===== config.mk =====
export PLATFORM = sky130hd
export DESIGN_NAME = pc_sequencer
export DESIGN_NICKNAME = d
export VERILOG_FILES = /design/src/rtl/pc_sequencer_pkg.sv /design/src/rtl/pc_next_mux.sv /design/src/rtl/pc_sequencer.sv
export SDC_FILE = /design/constraint.sdc
export NUM_CORES = 1
export LEC_CHECK = 0
export CELL_PAD_IN_SITES_DETAIL_PLACEMENT = 2
export CELL_PAD_IN_SITES_GLOBAL_PLACEMENT = 2
export CORE_MARGIN = 3
export CORE_UTILIZATION = 24
export CTS_CLUSTER_DIAMETER = 150
export DETAILED_ROUTE_END_ITERATION = 6
export PLACE_DENSITY = 0.79
export SLEW_MARGIN = 30
export SYNTH_ARGS = -nofsm -noshare
export SYNTH_HDL_FRONTEND = slang
export SYNTH_SLANG_ARGS = --single-unit

===== constraint.sdc =====
create_clock -name clk -period 1.96 [get_ports clk]
set_clock_uncertainty 0.15 [all_clocks]
set_input_delay 0.196 -clock clk [delete_from_list [all_inputs] [get_ports clk]]
set_output_delay 0.196 -clock clk [all_outputs]
set_load 0.005 [all_outputs]

===== src/rtl/pc_sequencer_pkg.sv =====
// Shared types and constants for the program-counter sequencer.
// Imported by the sequencer FSM and its next-PC select mux.
package pc_sequencer_pkg;

  localparam int PC_WIDTH = 32;

  typedef enum logic [2:0] {
    ST_BOOT  = 3'd0,
    ST_FETCH = 3'd1,
    ST_ISSUE = 3'd2,
    ST_TRAP  = 3'd3,
    ST_HALT  = 3'd4
  } seq_state_t;

  typedef enum logic [1:0] {
    CAUSE_NONE     = 2'd0,
    CAUSE_EXT      = 2'd1,
    CAUSE_MISALIGN = 2'd2,
    CAUSE_TIMEOUT  = 2'd3
  } trap_cause_t;

  // Instruction addresses must be word aligned.
  function automatic logic is_misaligned(input logic [PC_WIDTH-1:0] addr);
    return addr[1:0] != 2'b00;
  endfunction

endpackage


===== src/rtl/pc_next_mux.sv =====
// Priority select of the next PC for an issuing instruction (mret > jump > branch > pc+4),
// flagging redirect targets that are not word aligned.
module pc_next_mux
  import pc_sequencer_pkg::*;
(
  input  logic [PC_WIDTH-1:0] pc_current,
  input  logic [PC_WIDTH-1:0] epc,
  input  logic                mret,
  input  logic                jump,
  input  logic [PC_WIDTH-1:0] jump_target,
  input  logic                branch_taken,
  input  logic [PC_WIDTH-1:0] branch_target,
  output logic [PC_WIDTH-1:0] target,
  output logic                misaligned
);

  logic redirect;

  // The sequential fall-through is never checked; only redirect targets can fault.
  always_comb begin
    target   = pc_current + PC_WIDTH'(4);
    redirect = 1'b0;
    if (mret) begin
      target   = epc;
      redirect = 1'b1;
    end else if (jump) begin
      target   = jump_target;
      redirect = 1'b1;
    end else if (branch_taken) begin
      target   = branch_target;
      redirect = 1'b1;
    end
    misaligned = redirect && is_misaligned(target);
  end

endmodule


===== src/rtl/pc_sequencer.sv =====
// Program-counter sequencer: boot delay, fetch handshake with timeout, next-PC selection,
// stall, halt and one-cycle trap entry. Drives the pc register input every clock.
module pc_sequencer
  import pc_sequencer_pkg::*;
#(
  parameter logic [PC_WIDTH-1:0] RESET_VECTOR  = 32'h0000_0000,
  parameter logic [PC_WIDTH-1:0] TRAP_VECTOR   = 32'h0000_0100,
  parameter int                  BOOT_CYCLES   = 4,
  parameter int                  FETCH_TIMEOUT = 15
) (
  input  logic                clk,
  input  logic                rst,
  input  logic [PC_WIDTH-1:0] pc_current,
  output logic                imem_req,
  input  logic                imem_ready,
  output logic                inst_valid,
  input  logic                stall_req,
  input  logic                branch_taken,
  input  logic [PC_WIDTH-1:0] branch_target,
  input  logic                jump,
  input  logic [PC_WIDTH-1:0] jump_target,
  input  logic                mret,
  input  logic                trap_req,
  input  logic                halt_req,
  output logic [PC_WIDTH-1:0] PCNext,
  output logic [PC_WIDTH-1:0] epc,
  output logic [1:0]          trap_cause,
  output logic                halted
);

  localparam int BOOT_W = (BOOT_CYCLES > 1) ? $clog2(BOOT_CYCLES) : 1;
  localparam int WAIT_W = $clog2(FETCH_TIMEOUT + 1);
  localparam logic [BOOT_W-1:0] BOOT_LAST = BOOT_W'(BOOT_CYCLES - 1);
  localparam logic [WAIT_W-1:0] WAIT_LAST = WAIT_W'(FETCH_TIMEOUT);

  seq_state_t          state, state_next;
  logic [BOOT_W-1:0]   boot_cnt, boot_next;
  logic [WAIT_W-1:0]   wait_cnt, wait_next;
  logic [PC_WIDTH-1:0] fault_pc, fault_pc_next;
  trap_cause_t         pend_cause, pend_cause_next;
  trap_cause_t         cause_q;
  logic [PC_WIDTH-1:0] epc_q;
  logic [PC_WIDTH-1:0] mux_target;
  logic                mux_misaligned;

  pc_next_mux u_mux (
    .pc_current   (pc_current),
    .epc          (epc_q),
    .mret         (mret),
    .jump         (jump),
    .jump_target  (jump_target),
    .branch_taken (branch_taken),
    .branch_target(branch_target),
    .target       (mux_target),
    .misaligned   (mux_misaligned)
  );

  always_ff @(posedge clk or negedge rst) begin
    if (!rst) begin
      state      <= ST_BOOT;
      boot_cnt   <= '0;
      wait_cnt   <= '0;
      fault_pc   <= '0;
      pend_cause <= CAUSE_NONE;
      epc_q      <= '0;
      cause_q    <= CAUSE_NONE;
    end else begin
      state      <= state_next;
      boot_cnt   <= boot_next;
      wait_cnt   <= wait_next;
      fault_pc   <= fault_pc_next;
      pend_cause <= pend_cause_next;
      // The fault is committed during the single TRAP cycle; mret leaves it intact.
      if (state == ST_TRAP) begin
        epc_q   <= fault_pc;
        cause_q <= pend_cause;
      end
    end
  end

  always_comb begin
    state_next      = state;
    boot_next       = boot_cnt;
    wait_next       = wait_cnt;
    fault_pc_next   = fault_pc;
    pend_cause_next = pend_cause;
    PCNext          = pc_current;
    imem_req        = 1'b0;
    inst_valid      = 1'b0;
    halted          = 1'b0;

    unique case (state)
      ST_BOOT: begin
        PCNext = RESET_VECTOR;
        if (boot_cnt == BOOT_LAST) state_next = ST_FETCH;
        else                       boot_next  = boot_cnt + BOOT_W'(1);
      end

      ST_FETCH: begin
        imem_req = 1'b1;
        if (imem_ready) begin
          state_next = ST_ISSUE;
          wait_next  = '0;
        end else if (wait_cnt == WAIT_LAST) begin
          state_next      = ST_TRAP;
          wait_next       = '0;
          fault_pc_next   = pc_current;
          pend_cause_next = CAUSE_TIMEOUT;
        end else begin
          wait_next = wait_cnt + WAIT_W'(1);
        end
      end

      // Trap beats stall; a faulting redirect holds the PC so epc names the culprit.
      ST_ISSUE: begin
        inst_valid = 1'b1;
        if (trap_req) begin
          state_next      = ST_TRAP;
          fault_pc_next   = pc_current;
          pend_cause_next = CAUSE_EXT;
        end else if (stall_req) begin
          state_next = ST_ISSUE;
        end else if (mux_misaligned) begin
          state_next      = ST_TRAP;
          fault_pc_next   = pc_current;
          pend_cause_next = CAUSE_MISALIGN;
        end else begin
          PCNext     = mux_target;
          state_next = halt_req ? ST_HALT : ST_FETCH;
        end
      end

      ST_TRAP: begin
        PCNext     = TRAP_VECTOR;
        state_next = ST_FETCH;
      end

      ST_HALT: begin
        halted = 1'b1;
        if (!halt_req) state_next = ST_FETCH;
      end

      default: state_next = ST_BOOT;
    endcase
  end

  assign epc        = epc_q;
  assign trap_cause = cause_q;

endmodule


==> flow_summary.ini, run 1 <==
[critical_path]
crit_type = register to output port
path_cells = buf_6, buf_6, nand2b_4, nor2_4, nor3_4, nand2_4, buf_6, buf_16, a31oi_2, o21ai_1, buf_2
crit_path_start_kind = register
cp-startpoint = state[1]
cpPeakStageDelay_ns = 0.41
crit_fanout = 6
reg2reg_depth = 11
crit_top_cell = buf_6
r2r_start = state[1]
cp.required_ns = 1.61
slowest_stage = dfrtp_1
rrSetupSlack_ns = -0.59
critPathArrivalTime_ns = 2.29
critPathCaptureType = output port

[clocking]
worstSkewPairLatency_ns = 0.39
clkTransAtPathRegs_ns = 0.08
ctsHtreeMaxLevel = 3
clock-root-buffer = clkbuf_16
cts_tree = done
numClockSinks = 77
cts.path.max_buffers = 2
cts_buffers = 9

[sta]
setup_viol = 74
slew_violations = 0
rsz0062_at_grt = true
hold_viol_final = 0
fin_crit_sh_pct = 135
worst_slack_ns = -0.680
worstMarginPinSlew_ns = 0.613
tns_ns = -38.34
period_needed_ns = 2.64
relSlewSlack_pct = 59.1
fin_hold_ws_ns = 0.0176
max_freq_mhz = 379

[floorplan]
die_h_um = 151
initial_utilization_pct = 24.7
dieArea_um2 = 22900
die_x_um = 151
io_pins = 174
coreArea_um2 = 20500
row_count = 52

[yosys]
netlist_instances = 546
async_flop_share_pct = 100
synth_area_um2 = 5070
synth_area_per_cell_um2 = 9.28
synth_area_leaders = dfrtp_1 38%, mux2_2 8.9%, mux2_4 8.0%
ys_seq_area_share_pct = 38.0
synth_nets = 654
synth.distinct_cells = 57
synth_commonest_cells = 77 x dfrtp_1, 66 x nand2_1, 43 x o21ai_0, 40 x mux2_2, 28 x o22ai_1
synth-seq-cells = 77
yosys_warnings = 0
synth_top_area_cell = dfrtp_1
synthDominantCellAreaShare_pct = 38.0
synth_edf_count = 0
synth_ff_type = dfrtp_1
yosysMostFrequentCell = dfrtp_1

[drt]
drtPass1Iterations = 5
route.detailed.drc = 0
vias = 6467
via_per_inst = 5.50
antenna_left = 0
drtIter0Drc = 342
wl_um = 36600
wire_per_inst_um = 31.1

[run_status]
violations = negative setup slack
status = finished, violations left

[global_routing]
grt_use_total_pct = 29.1
grt_pass1_vias = 7355
grt-ovfl-total = 0
grt_max_degree = 42
grt_pass1_wl_um = 48800
antenna_found_initial = 0

[finish]
syn_to_final_growth_pct = 101
final_area_um2 = 10200
final_cell_count_no_fill = 1176
final_nets = 1009
n_antenna_cell = 0
drive_gt1_share_pct = 52.3
fill_cells = 2037

[power_and_ir_drop]
leakage_nw = 4.34
ir_drop_v = 0.000570
power_density_nw_per_um2 = 1300

[min_path]
hold_depth = 3
hold_path.class = input pin to register
worstHoldStart = pc_current[9]

[place]
dpl.hpwl_um = 19500
numPortBuffers = 173
dpl_cell_area_um2 = 8110
place_congestion = 0.875
placed_cells = 1078

[job]
drv_cap = 0
## critical path: cells and delay by family, from the launching register on
kind            cells  cell delay [ns]
simple gates        4             0.53
flops               1             0.41
buf+inv             5             0.69
compound gates      2             0.28
## placed cells by master, fill, tap and decap left out, types with 8 or more instances in the layout
| master | instances |
|---|---|
| nand2_4 | 9 |
| dfrtp_1 | 77 |
| buf_2 | 35 |
| mux2_2 | 38 |
| o21ai_0 | 20 |
| o21a_1 | 9 |
| inv_1 | 17 |
| buf_4 | 130 |
| mux2_4 | 29 |
| buf_8 | 8 |
| nand3_1 | 11 |
| o22ai_1 | 19 |
| clkbuf_16 | 11 |
| clkdlybuf4s50_1 | 110 |
| nand2_1 | 48 |
| buf_12 | 19 |
| nand2_2 | 9 |
| nor3_2 | 9 |
| a31oi_4 | 10 |
| o22ai_2 | 9 |
| nand4_1 | 8 |
| nor2_1 | 11 |
| dlygate4sd2_1 | 8 |
| buf_6 | 57 |
| o21ai_1 | 16 |
| o21ai_2 | 8 |
| nor2_4 | 9 |
| a21oi_1 | 15 |
## what timing repair did
| action | CTS | global route |
|---|---|---|
| cloned | 8 | 2 |
| endpoints found under the hold margin | 37 | 0 |
| endpoints found under the setup margin | 72 | 91 |
| resized for setup | 403 | 99 |
| pin swaps | 70 | 53 |
| hold buffers | 2 | 0 |
| buffers inserted | 61 | 30 |
## per-layer routing
layer | up-vias | wire length, um | GRT usage [%]
met5 | - | 0 | 0
met2 | 283 | 19300 | 52.9
li1 | 2733 | - | -
met1 | 3371 | 13900 | 32.3
met3 | 80 | 1930 | 5.24
met4 | 0 | 1420 | 14.7
## stage by stage
step	power, mW	utilization, %	setup WS [ns]
after global placement	8.14	39.6	-1.42
after floorplan	5.38	-	-0.153
after global routing	13.7	49.7	-0.779
final	13.2	49.7	-0.680
after detailed placement	8.51	39.6	-1.51
after CTS	11.8	47.3	-0.681
## worst paths after layout
| check | to |
|---|---|
| worst max-delay path | PCNext[28] |
| worst min-delay path | fault_pc[9] |
| worst max register to register | fault_pc[25] |
| worst min register to register | boot_cnt[0] |
| max in group asynchronous | fault_pc[0] |
| min in group asynchronous | epc[11] |
## state kept, by name, summed over array words and instances (netlist names)
register,flops
fault_pc,32
pend_cause,2
state,3
boot_cnt,2
epc,32
trap_cause,2
wait_cnt,4
## cells by family (layout without fill, tap and decap cells)
| group | Yosys count | count (layout) | synth area share (%) |
|---|---|---|---|
| compound gates | 164 | 164 | 21.0 |
| xor+xnor | 5 | 5 | 0.865 |
| fa+ha+maj | 3 | 3 | 0.741 |
| buf+inv | 56 | 416 | 5.24 |
| flops | 77 | 77 | 38.0 |
| mux | 73 | 73 | 18.1 |
| simple gates | 168 | 168 | 16.1 |
## power by group
part           internal, mW  leakage [nW]  switching (mW)
sequential             2.40         0.918           0.763
clock                  1.16         0.160           0.865
combinational          4.44          3.26            3.57
## area by class of cell
cell class	count	area, um^2	share of cell area [%]
clock buffers	10	239	2.35
flip-flops and latches	77	1930	18.9
clock inverters	6	93.8	0.922
inverters	21	83.8	0.823
well taps	270	338	3.32
multi-input cells	413	3810	37.4
repair buffers	379	3690	36.3
(Power assumes the default switching activity.)
==> run 2: changes to the inputs <==
--- a/config.mk
+++ b/config.mk
@@ -16,3 +16,4 @@
 export SYNTH_ARGS = -nofsm -noshare
 export SYNTH_HDL_FRONTEND = slang
 export SYNTH_SLANG_ARGS = --single-unit
+export TNS_END_PERCENT = 1
==> run 2 against run 1 <==
Effect of this change: the run still ends with negative setup slack left; flip-flop and latch count unchanged; worst hold slack gained 0.018 ns; sequential power shrank 3%; power down 14%; critical path depth is 3 lower; utilization is 4.6 points lower; first-iteration DRC count shrank 21%; clock power shrank 3%; critical endpoint is now PCNext[15]; largest cell class unchanged; largest power group unchanged.
==> flow_summary.ini, run 2 (synthesized netlist as in run 1, its figures left out) <==
[run_status]
violations = negative setup slack
status = finished, violations left

[sta]
worstMarginPinSlew_ns = 0.547
period_needed_ns = 2.71
fin_hold_ws_ns = 0.0353
max_freq_mhz = 369
setup_viol = 66
rsz0062_at_grt = true
relSlewSlack_pct = 63.5
tns_ns = -33.93
hold_viol_final = 0
fin_crit_sh_pct = 138
slew_violations = 0
worst_slack_ns = -0.751

[drt]
vias = 5964
antenna_left = 0
via_per_inst = 5.27
route.detailed.drc = 0
drtPass1Iterations = 5
wire_per_inst_um = 26.3
drtIter0Drc = 269
wl_um = 29800

[critical_path]
cpPeakStageDelay_ns = 0.42
reg2reg_depth = 8
slowest_stage = dfrtp_1
crit_type = register to output port
path_cells = nand2_2, o221ai_4, buf_4, o21ai_4, nand2_8, bufbuf_16, a21o_1, dlygate4sd2_1
critPathBufInv = 3
rrSetupSlack_ns = -0.43
cp.required_ns = 1.61
critPathCaptureType = output port
r2r-end = fault_pc[14]
r2r_start = epc[1]
crit_path_start_kind = register
critPathTopFamily = buffers and inverters
critPathArrivalTime_ns = 2.36
crit_fanout = 6

[global_routing]
grt_max_degree = 42
antenna_found_initial = 2
grt_pass1_vias = 7025
grt_use_total_pct = 25.7
grt_pass1_wl_um = 44100
grt-ovfl-total = 0

[finish]
final_area_um2 = 9240
final_cell_count_no_fill = 1131
final_nets = 962
final_cell_mix = 126 x buf_4, 110 x clkdlybuf4s50_1, 76 x dfrtp_1
syn_to_final_growth_pct = 82.3
fin_util_pct = 45.1
fill_cells = 2120
final_common_cell = buf_4
drive_gt1_share_pct = 44.1

[floorplan]
row_count = 52
coreArea_um2 = 20500
die_x_um = 151
initial_utilization_pct = 24.7
io_pins = 174
die_h_um = 151
dieArea_um2 = 22900

[clocking]
cts_tree = done
numClockSinks = 77
clkTransAtPathRegs_ns = 0.08
cts.path.max_buffers = 2
ctsHtreeMaxLevel = 3
clock-root-buffer = clkbuf_16
worstSkewPairLatency_ns = 0.36
cts_buffers = 9

[job]
drv_cap = 0

[power_and_ir_drop]
power_density_nw_per_um2 = 1230
switching_power_mw = 4.22
leakage_nw = 3.93
finalPower_mw = 11.4
p_comb_share_pct = 55.9
ir_drop_v = 0.000548
sequentialPowerShare_pct = 26.9
sw_frac_of_total_pct = 37.0
p_int_mw = 7.18
p_clk_share_pct = 17.2

[min_path]
hold_end = fault_pc[2]
worstHoldStart = pc_current[2]
hold_depth = 3
hold_path.class = input pin to register

[place]
placed_cells = 1076
dpl_cell_area_um2 = 7970
dp_slack_ns = -1.39
place_congestion = 0.841
dpl.hpwl_um = 18900
numPortBuffers = 173
run 2: changes by cell type in the layout (fill, tap and decap cells not counted), sizes merged:
cell,before,now
clkdlybuf4s15,3,10
dlymetal6s2s,1,0
bufbuf,0,1
clkinvlp,1,0
inv,22,24
diode,0,2
or3,4,5
dlygate4sd2,8,20
dlygate4sd3,2,1
buf,253,187
clkbuf,12,11
run 2: final cells by class:
type | instances | area [um^2] | share of cell area (%)
Clock buffer | 9 | 225 | 2.44
Inverter | 21 | 78.8 | 0.853
Sequential cell | 77 | 1930 | 20.9
Clock inverter | 7 | 103 | 1.11
Multi-Input combinational cell | 414 | 3450 | 37.4
Tap cell | 270 | 338 | 3.66
Antenna cell | 2 | 5.00 | 0.0542
Timing Repair Buffer | 331 | 3110 | 33.6
run 2: repair_timing:
action | in CTS | in global routing
hold endpoints to repair | 36 | 0
hold buffers | 1 | 0
buffers inserted | 30 | 1
cloned | 6 | 0
gates resized for setup | 310 | 32
endpoints found under the setup margin | 71 | 68
pin swaps | 47 | 23
run 2: per-layer routing:
layer,up-vias,global-route usage [%],wire length [um]
li1,2644,-,-
met1,3079,29.0,11600
met2,185,47.9,15900
met3,56,4.52,1350
met4,0,9.79,923
met5,-,0,0
run 2: worst max-delay path by stage:
stage,slack (ns),end,start,cells after the start
2_1_floorplan,-0.16,fault_pc[0],branch_taken,9
4_1_cts,-0.63,PCNext[29],pc_current[7],10
3_3_place_gp,-1.29,PCNext[30],pc_current[2],10
5_1_grt,-0.80,PCNext[26],epc[1],10
6_report,-0.75,PCNext[15],epc[1],8
3_5_place_dp,-1.39,PCNext[30],pc_current[2],10
run 2: power by group through the flow:
| stage | Sequential [mW] | Clock [mW] | Combinational [mW] |
|---|---|---|---|
| 2_1_floorplan | 2.86 | 0 | 2.50 |
| 3_3_place_gp | 2.93 | 0 | 5.19 |
| 3_5_place_dp | 3.02 | 0 | 5.44 |
| 4_1_cts | 3.02 | 1.97 | 6.18 |
| 5_1_grt | 3.17 | 2.04 | 6.81 |
| 6_report | 3.06 | 1.96 | 6.38 |
run 2: worst reg2reg max path: cells and delay by family, from the launching register on:
kind                   cells  cell delay [ns]
AO/OA/AOI/OAI              3             0.82
buffers and inverters      3             0.43
flip-flops                 1             0.42
multiplexers               1             0.34
AND/OR/NAND/NOR            1             0.13
==> run 3: changes to the inputs <==
--- a/config.mk
+++ b/config.mk
@@ -5,6 +5,7 @@
 export SDC_FILE = /design/constraint.sdc
 export NUM_CORES = 1
 export LEC_CHECK = 0
+export CAP_MARGIN = 25
 export CELL_PAD_IN_SITES_DETAIL_PLACEMENT = 2
 export CELL_PAD_IN_SITES_GLOBAL_PLACEMENT = 2
 export CORE_MARGIN = 3
@@ -12,6 +13,7 @@
 export CTS_CLUSTER_DIAMETER = 150
 export DETAILED_ROUTE_END_ITERATION = 6
 export PLACE_DENSITY = 0.79
+export SKIP_LAST_GASP = 1
 export SLEW_MARGIN = 30
 export SYNTH_ARGS = -nofsm -noshare
 export SYNTH_HDL_FRONTEND = slang
==> run 3 against run 2 <==
Effect of this change: global-route usage down 0.13 points; combinational power is 2% lower; via count about the same; setup slack lost 0.022 ns; critical endpoint is now PCNext[1]; count of clock-buffer cells in the layout unchanged; largest cell class unchanged; design area shrank 1.5%; critical path depth grew 2; clock power barely moved; cell count about the same; the run still ends with negative setup slack left; die area stayed put; worst hold slack worse by 0.013 ns.
==> flow_summary.ini, run 3 (synthesized netlist as in run 1, its figures left out) <==
[global_routing]
grt_pass1_vias = 6993
grt_use_total_pct = 25.6
antenna_found_initial = 2
grt-ovfl-total = 0
grt_max_degree = 42
grt_pass1_wl_um = 43500

[power_and_ir_drop]
p_clk_share_pct = 17.6
sequentialPowerShare_pct = 27.0
ir_drop_v = 0.000519
power_density_nw_per_um2 = 1240
sw_frac_of_total_pct = 37.1
leakage_nw = 3.89
p_comb_share_pct = 55.4
p_int_mw = 7.09
finalPower_mw = 11.3
switching_power_mw = 4.19

[job]
drv_cap = 0

[critical_path]
critPathCaptureType = output port
cp.required_ns = 1.61
critPathArrivalTime_ns = 2.39
crit_top_cell = buf_4
critPathTopFamily = buffers and inverters
crit_fanout = 6
cpPeakStageDelay_ns = 0.40
crit_type = register to output port
slowest_stage = dfrtp_1
critPathBufInv = 4
path_cells = nand2_2, o221ai_4, o21ai_1, buf_4, nand2_4, nor2_2, buf_6, buf_4, a22o_1, dlygate4sd2_1
crit_path_start_kind = register

[sta]
worstMarginPinSlew_ns = 0.556
fin_hold_ws_ns = 0.0218
fin_crit_sh_pct = 139
period_needed_ns = 2.73
max_freq_mhz = 366
setup_viol = 69
rsz0062_at_grt = true
tns_ns = -35.29
slew_violations = 0
relSlewSlack_pct = 62.9
worst_slack_ns = -0.773
hold_viol_final = 0

[finish]
drive_gt1_share_pct = 41.0
final_area_um2 = 9100
fill_cells = 2141
final_nets = 963
final_cell_count_no_fill = 1132
final_cell_mix = 136 x buf_4, 112 x clkdlybuf4s50_1, 77 x dfrtp_1
final_common_cell = buf_4
fin_util_pct = 44.4
syn_to_final_growth_pct = 79.6

[floorplan]
die_h_um = 151
io_pins = 174
die_x_um = 151
initial_utilization_pct = 24.7
dieArea_um2 = 22900
row_count = 52
coreArea_um2 = 20500

[clocking]
worstSkewPairLatency_ns = 0.37
cts_tree = done
clock-root-buffer = clkbuf_16
clkTransAtPathRegs_ns = 0.07
ctsHtreeMaxLevel = 3
numClockSinks = 77
cts_buffers = 9
cts.path.max_buffers = 2

[drt]
via_per_inst = 5.26
drtIter0Drc = 260
antenna_left = 0
route.detailed.drc = 0
wl_um = 29300
vias = 5959
drtPass1Iterations = 4
wire_per_inst_um = 25.8

[place]
dp_slack_ns = -1.39
placed_cells = 1076
dpl.hpwl_um = 18900
numPortBuffers = 173
dpl_cell_area_um2 = 7970
place_congestion = 0.841

[run_status]
status = finished, violations left
violations = negative setup slack

[min_path]
hold_path.class = input pin to register
==> run 3: cell count changes in the layout (fill, tap and decap cells not counted), moves of 4 or more <==
cell           change
buf_6              -8
dlygate4sd2_1      +4
nand2_1            +5
buf_4             +10
==> run 3: metal layers <==
layer	track usage (%)	share of wire (%)	up-vias
li1	-	-	2640
met1	28.7	40	3081
met2	46.8	53	190
met3	5.57	4.8	48
met4	10.1	2.9	0
met5	0	0	-
==> run 3: area by class of cell <==
cell class	instances	area [um^2]	area share, %
clock inverters	7	103	1.13
inverters	21	78.8	0.866
repair buffers	332	3080	33.8
clock buffers	9	225	2.47
diodes	2	5.00	0.0550
well taps	270	338	3.71
flip-flops and latches	77	1930	21.2
multi-input cells	414	3340	36.8
==> run 3: worst paths after layout <==
path | start | end | slack, ns | cells past startpoint
max | epc[1] | PCNext[1] | -0.77 | 10
min | pc_current[10] | fault_pc[10] | 0.02 | 3
max reg2reg | epc[1] | fault_pc[14] | -0.41 | 8
min reg2reg | boot_cnt[0] | boot_cnt[0] | 0.36 | 1
max in group asynchronous | rst | fault_pc[15] | 0.80 | 3
min in group asynchronous | rst | epc[30] | 0.20 | 2
==> run 3: worst reg2reg max path: stages (launching register included) <==
cell	delay [ns]
dfrtp_1	0.40
nand2_2	0.11
o221ai_4	0.16
o21a_4	0.26
buf_6	0.12
buf_4	0.13
a221o_2	0.39
buf_12	0.19
mux2_4	0.33
==> run 3: power by group through the flow <==
stage          sequential [mW]  clock [mW]  combinational, mW
5_1_grt                   3.15        2.07               6.64
4_1_cts                   3.01        1.97               6.05
3_3_place_gp              2.93           0               5.19
3_5_place_dp              3.02           0               5.44
2_1_floorplan             2.86           0               2.50
6_report                  3.05        1.99               6.24
==> run 3: timing repair <==
action | in CTS | in global routing
endpoints found under the setup margin | 71 | 69
hold endpoints to repair | 36 | 0
buffers inserted | 30 | 2
gates cloned | 6 | 0
pin swaps | 45 | 17
resized for setup | 259 | 23
hold buffers | 1 | 0
